[config.mk]
export PLATFORM = sky130hd
export DESIGN_NAME = axi_lite_slave_ctrl
export DESIGN_NICKNAME = d
export VERILOG_FILES = /design/src/rtl/axi_lite_slave_ctrl_pkg.sv /design/src/rtl/axi_lite_slave_ctrl.sv
export SDC_FILE = /design/constraint.sdc
export NUM_CORES = 1
export LEC_CHECK = 0
export ABC_AREA = 1
export BUFFER_PORTS_ARGS = -buffer_cell sky130_fd_sc_hd__buf_2
export CORE_UTILIZATION = 47
export CTS_BUF_LIST = sky130_fd_sc_hd__clkbuf_8
export DETAILED_ROUTE_END_ITERATION = 8
export PLACE_DENSITY = 0.83
export SETUP_SLACK_MARGIN = 0.02
export SLEW_MARGIN = 15
export SYNTH_ARGS = -nofsm -noshare
export SYNTH_HDL_FRONTEND = slang
export SYNTH_SLANG_ARGS = --single-unit
[constraint.sdc]
create_clock -name ACLK -period 2.35 [get_ports ACLK]
set_input_delay 0.235 -clock ACLK [delete_from_list [all_inputs] [get_ports ACLK]]
set_output_delay 0.235 -clock ACLK [all_outputs]
set_load 0.01 [all_outputs]
[src/rtl/axi_lite_slave_ctrl_pkg.sv]
// Shared AXI4-lite definitions for the axi_lite_slave_ctrl block:
// response codes, protection bit positions and the controller state encoding.
package axi_lite_slave_ctrl_pkg;

    // AXI response codes
    localparam logic [1:0] RESP_OKAY   = 2'b00;
    localparam logic [1:0] RESP_EXOKAY = 2'b01;
    localparam logic [1:0] RESP_SLVERR = 2'b10;
    localparam logic [1:0] RESP_DECERR = 2'b11;

    // AxPROT bit positions (carried on the bus, not interpreted by this slave)
    localparam int PROT_PRIV_BIT   = 0;
    localparam int PROT_NSEC_BIT   = 1;
    localparam int PROT_INSTR_BIT  = 2;

    // Width of the optional read-wait counter
    localparam int RD_TIMER_WIDTH = 16;

    // Controller states; one transaction in flight at a time
    typedef enum logic [2:0] {
        IDLE       = 3'd0,
        WR_COLLECT = 3'd1,
        WR_ISSUE   = 3'd2,
        WR_RESP    = 3'd3,
        RD_ISSUE   = 3'd4,
        RD_WAIT    = 3'd5,
        RD_RESP    = 3'd6
    } state_t;

    // Map an IP error qualifier to an AXI response code
    function automatic logic [1:0] err_to_resp(input logic err);
        return err ? RESP_SLVERR : RESP_OKAY;
    endfunction

endpackage

[src/rtl/axi_lite_slave_ctrl.sv]
// AXI4-lite slave front end that turns single bus transactions into
// one-cycle write/read strobes on a simple register-style IP interface.
// Optional feature macro: AXI_SLV_RD_TIMEOUT_EN -- when defined, a read that
// sees no ip_rd_valid within TIMEOUT cycles completes with SLVERR and zero data.
module axi_lite_slave_ctrl
    import axi_lite_slave_ctrl_pkg::*;
#(
    parameter int ADDR_WIDTH = 32,
    parameter int DATA_WIDTH = 32,
    parameter int TIMEOUT    = 255,
    localparam int STRB_WIDTH = DATA_WIDTH / 8
) (
    input  logic                  ACLK,
    input  logic                  ARESET,

    input  logic                  AWVALID,
    output logic                  AWREADY,
    input  logic [ADDR_WIDTH-1:0] AWADDR,
    input  logic [2:0]            AWPROT,

    input  logic                  WVALID,
    output logic                  WREADY,
    input  logic [DATA_WIDTH-1:0] WDATA,
    input  logic [STRB_WIDTH-1:0] WSTRB,

    output logic                  BVALID,
    input  logic                  BREADY,
    output logic [1:0]            BRESP,

    input  logic                  ARVALID,
    output logic                  ARREADY,
    input  logic [ADDR_WIDTH-1:0] ARADDR,
    input  logic [2:0]            ARPROT,

    output logic                  RVALID,
    input  logic                  RREADY,
    output logic [DATA_WIDTH-1:0] RDATA,
    output logic [1:0]            RRESP,

    output logic [ADDR_WIDTH-1:0] ip_addr,
    output logic [DATA_WIDTH-1:0] ip_wr_data,
    output logic [STRB_WIDTH-1:0] ip_wr_strb,
    output logic                  ip_wr_en,
    output logic                  ip_rd_en,
    input  logic [DATA_WIDTH-1:0] ip_rd_data,
    input  logic                  ip_rd_valid,
    input  logic                  ip_err
);

    state_t                r_state;
    state_t                w_state_next;

    logic                  r_aw_got;
    logic                  r_w_got;
    logic [ADDR_WIDTH-1:0] r_addr;
    logic [DATA_WIDTH-1:0] r_wdata;
    logic [STRB_WIDTH-1:0] r_wstrb;
    logic [DATA_WIDTH-1:0] r_rdata;
    logic [1:0]            r_bresp;
    logic [1:0]            r_rresp;

    logic                  w_aw_hs;
    logic                  w_w_hs;
    logic                  w_ar_hs;
    logic                  w_timeout_hit;

    // Protection bits are accepted but carry no meaning for this slave
    logic                  w_unused_ok;
    assign w_unused_ok = &{1'b0, AWPROT, ARPROT, (TIMEOUT > 0)};

    assign w_aw_hs = AWVALID & AWREADY;
    assign w_w_hs  = WVALID  & WREADY;
    assign w_ar_hs = ARVALID & ARREADY;

`ifdef AXI_SLV_RD_TIMEOUT_EN
    logic [RD_TIMER_WIDTH-1:0] r_rd_timer;

    // Count cycles spent waiting for IP read data; cleared outside RD_WAIT
    always_ff @(posedge ACLK) begin
        if (ARESET || (r_state != RD_WAIT)) begin
            r_rd_timer <= '0;
        end else begin
            r_rd_timer <= r_rd_timer + 1'b1;
        end
    end

    // Fires on the TIMEOUT-th wait cycle so the response follows right after
    assign w_timeout_hit = (r_state == RD_WAIT) &&
                           (r_rd_timer == RD_TIMER_WIDTH'(TIMEOUT - 1));
`else
    assign w_timeout_hit = 1'b0;
`endif

    // State register
    always_ff @(posedge ACLK) begin
        if (ARESET) begin
            r_state <= IDLE;
        end else begin
            r_state <= w_state_next;
        end
    end

    // Next-state decode and handshake/strobe outputs
    always_comb begin
        w_state_next = r_state;
        AWREADY      = 1'b0;
        WREADY       = 1'b0;
        ARREADY      = 1'b0;
        BVALID       = 1'b0;
        RVALID       = 1'b0;
        ip_wr_en     = 1'b0;
        ip_rd_en     = 1'b0;

        case (r_state)
            IDLE: begin
                AWREADY = 1'b1;
                WREADY  = 1'b1;
                // Writes take priority: hold off AR while any write beat is offered
                ARREADY = ~(AWVALID | WVALID);
                if (AWVALID && WVALID) begin
                    w_state_next = WR_ISSUE;
                end else if (AWVALID || WVALID) begin
                    w_state_next = WR_COLLECT;
                end else if (ARVALID) begin
                    w_state_next = RD_ISSUE;
                end
            end

            WR_COLLECT: begin
                AWREADY = ~r_aw_got;
                WREADY  = ~r_w_got;
                if ((!r_aw_got && AWVALID) || (!r_w_got && WVALID)) begin
                    w_state_next = WR_ISSUE;
                end
            end

            WR_ISSUE: begin
                ip_wr_en     = 1'b1;
                w_state_next = WR_RESP;
            end

            WR_RESP: begin
                BVALID = 1'b1;
                if (BREADY) begin
                    w_state_next = IDLE;
                end
            end

            RD_ISSUE: begin
                ip_rd_en     = 1'b1;
                w_state_next = RD_WAIT;
            end

            RD_WAIT: begin
                if (ip_rd_valid || w_timeout_hit) begin
                    w_state_next = RD_RESP;
                end
            end

            RD_RESP: begin
                RVALID = 1'b1;
                if (RREADY) begin
                    w_state_next = IDLE;
                end
            end

            default: begin
                w_state_next = IDLE;
            end
        endcase

        // While reset is held nothing may be accepted or strobed
        if (ARESET) begin
            AWREADY  = 1'b0;
            WREADY   = 1'b0;
            ARREADY  = 1'b0;
            BVALID   = 1'b0;
            RVALID   = 1'b0;
            ip_wr_en = 1'b0;
            ip_rd_en = 1'b0;
        end
    end

    // Capture accepted beats, write status and read return data
    always_ff @(posedge ACLK) begin
        if (ARESET) begin
            r_aw_got <= 1'b0;
            r_w_got  <= 1'b0;
            r_addr   <= '0;
            r_wdata  <= '0;
            r_wstrb  <= '0;
            r_rdata  <= '0;
            r_bresp  <= RESP_OKAY;
            r_rresp  <= RESP_OKAY;
        end else begin
            if (w_aw_hs) begin
                r_addr   <= AWADDR;
                r_aw_got <= 1'b1;
            end
            if (w_w_hs) begin
                r_wdata <= WDATA;
                r_wstrb <= WSTRB;
                r_w_got <= 1'b1;
            end
            // ARREADY is never high together with AWREADY&&AWVALID, so no clash on r_addr
            if (w_ar_hs) begin
                r_addr <= ARADDR;
            end
            if (r_state == WR_ISSUE) begin
                r_bresp  <= err_to_resp(ip_err);
                r_aw_got <= 1'b0;
                r_w_got  <= 1'b0;
            end
            if (r_state == RD_WAIT) begin
                if (ip_rd_valid) begin
                    r_rdata <= ip_rd_data;
                    r_rresp <= err_to_resp(ip_err);
                end else if (w_timeout_hit) begin
                    r_rdata <= '0;
                    r_rresp <= RESP_SLVERR;
                end
            end
        end
    end

    assign ip_addr    = r_addr;
    assign ip_wr_data = r_wdata;
    assign ip_wr_strb = r_wstrb;
    assign RDATA      = r_rdata;
    assign BRESP      = r_bresp;
    assign RRESP      = r_rresp;

endmodule

==> results by group <==
Clock network
  – CTS tree: yes
  – Clock latency on the worst-skew pair: 0.36 ns
  – CTS Buf Count: 9
  – # hold bufs at CTS: 0
  – Post-CTS setup buffers: 0
  – CTS Root Cell: clkbuf_8
  – CTS max path bufs: 2
  – H-tree depth: 3
  – Clock slew at reported path FFs: 0.11 ns
  – Clock sinks: 107
  – Post-CTS Resized: 0

Timing
  – Hold_ws: 0.08269 ns
  – Setup ws final: 0.2927 ns
  – Hold Fails Final Rpt: 0
  – Setup Skew: 0.01727 ns
  – Final setup viols: 0
  – Relative slew margins: 49.94%
  – Tmin final: 2.057 ns
  – Peak Freq: 486.1 MHz
  – Final slew viol count: 0
  – RSZ-0062 raised after global routing: no
  – Setup_tns: 0 ns
  – Final Cycle Share: 87.54%
  – Worst-margin pin slew: 0.7501 ns

Layout
  – Fin nets: 1,065
  – Finished Layout Cells: 1,054
  – Share of cells above drive strength 1: 32.57%
  – Area Growth Syn to Fin: 29.10%
  – Final-layout fill cell count: 952
  – Diodes inserted: 0

Global routing
  – Grt ovf: 0
  – Largest net degree at the start of global routing: 84
  – Initial antenna violation count: 0
  – GRT Util Overall: 22.53%
  – First-pass GRT wire length: 18,980 um
  – Vias in the first global route: 4,248

Synth
  – Largest family of logic cells by synthesized area: simple AND/OR/NAND/NOR gates
  – Fraction of synthesized cell area in xor and xnor cells: 0%
  – Gate Count Post-Synth: 696
  – Post-Synth Adder-Cell Area: 0.5177%
  – Synth async-reset ratio: 0%
  – Mux share of post-synthesis cell area: 0%
  – Area contributors post-synth: dfxtp_1 (44%), nand2_1 (14%), nand3_1 (11%)
  – Post-synth EDFFs: 0
  – Synth area leader: dfxtp_1
  – Compound-Gate Fraction of Synth Area: 7.637%
  – Top_reg_cell synth: dfxtp_1
  – #FFs+latches synth: 107
  – Mapped cell area: 4833 um2
  – Synth top cells by count: nand2_1 (180), nand3_1 (111), dfxtp_1 (107)
  – Register area share after synthesis: 44.32%
  – Ys Warns: 0
  – Synth Area per Inst: 6.945 um2
  – Most frequent cell after synthesis: nand2_1
  – Simple-Gate Fraction of Synth Area: 35.13%
  – Synth unique cells: 29
  – Synth top area share: 44.32%

Routing
  – Vias: 4,937
  – Final ANT Viol Nets: 0
  – Iter 0 DRT Violations: 208
  – Vias per std cell: 4.684
  – TritonRoute pass-1 iters: 4
  – Routed WL: 12,440 um
  – # DRC: 0
  – Routed WL per cell: 11.80 um

Setup path
  – Crit path max fanout: 37
  – Crit Path Category: reg -> out
  – Crit path launch type: register
  – Flop2flop setup slack: 0.38 ns
  – Worst Path Required: 2.12 ns
  – Critical path arrival: 1.82 ns
  – Type of destination of the critical path: output port

Flow run
  – Max cap viols: 0

Placed design
  – Pre-CTS setup slack: 0.4125 ns
  – Port bufs: 249
  – Number of cells after detailed placement: 1,038
  – Post-DP HPWL: 8849 um
  – RePlAce Congestion: 0.8967

Die
  – Die span in y: 103.4 um
  – Die Wd: 103.4 um
  – Starting Density: 49.00%
  – Core area: 9864 um2
  – I/O pin count: 258
  – Die footprint: 10,690 um2
  – Cell Rows: 36

Pwr
  – Final total power: 5432 uW
  – Leakage power: 0.003433 uW
  – Maximum vdd drop: 0.4782 mV
  – Power per standard cell area: 870.6 nW/um2

Run status
  – Outcome: finished clean

Min path
  – Min-Delay Path Class: in -> reg
==> worst max-delay path: stages, from the launching register on <==
cell and delay (ns):
dfxtp_1 0.58, inv_1 0.16, nand3_1 0.16, o21ai_2 0.08
and2_1 0.17, buf_12 0.17, buf_2 0.15
==> layout by cell type, fill, tap and decap left out, types with 3 or more instances in the layout <==
master,count
nand3_1,110
nor2_2,10
o21ai_0,24
nand4_1,4
nand2_2,3
inv_1,73
clkbuf_8,10
inv_6,3
dfxtp_1,107
a21oi_1,38
nand2_1,180
nor2_1,68
nand3_2,3
buf_2,249
buf_4,6
inv_2,4
o21ai_1,10
==> power by group <==
part | total, uW | internal, uW | leakage (uW) | switching [uW]
combinational | 1920 | 761 | 0.00246 | 1150
sequential | 2410 | 2190 | 0.000874 | 216
clock | 1110 | 445 | 0.000103 | 666
==> state kept, by name, summed over array words and instances, names as in the netlist <==
signal	count
RRESP	1
ip_wr_strb	4
r_state	3
ip_wr_data	32
BRESP	1
ip_addr	32
RDATA	32
r_w_got	1
r_aw_got	1
==> path summary, 6_finish.rpt <==
| check | start | to | cells after the start |
|---|---|---|---|
| setup / recovery | r_state[1]$_SDFFE_PP0P_ | WREADY | 6 |
| hold / removal | WDATA[17] | ip_wr_data[17]$_SDFFE_PP0P_ | 3 |
| setup reg to reg | r_state[1]$_SDFFE_PP0P_ | ip_wr_data[28]$_SDFFE_PP0P_ | 6 |
| hold reg to reg | RRESP[1]$_SDFFE_PP0P_ | RRESP[1]$_SDFFE_PP0P_ | 2 |
==> stage by stage <==
stage	instance area, um2	utilization [%]
after floorplan	4837	-
after global placement	6040	61.23
after detailed placement	6040	61.23
after CTS	6240	63.25
after global routing	6240	63.25
final	6240	63.25
==> kinds of logic (layout without fill, tap and decap cells) <==
family / count (synthesis) / count (layout)
DFF: 107 / 107
other: 1 / 2
AOI/OAI and AO/OA: 73 / 73
adders and majority gates: 2 / 2
buffers and inverters: 127 / 351
and+or+nand+nor: 386 / 386
==> final cells by class <==
cell class	instances	area (um2)	share of cell area (%)
sequential	107	2142	34.33
tap	133	166.4	2.667
timing repair buffer	257	1331	21.34
clock inverter	6	62.56	1.003
inverter	78	295.3	4.732
clock buffer	10	137.6	2.206
multi-input combinational	463	2105	33.73
==> layer usage <==
| metal | track usage, % | share of wire [%] | wire [um] |
|---|---|---|---|
| met4 | 8.017 | 1.5 | 184 |
| met1 | 26.30 | 43 | 5377 |
| met2 | 39.68 | 48 | 5923 |
| met5 | 0 | 0 | 0 |
| met3 | 5.981 | 7.6 | 950 |
(Power assumes the default switching activity.)
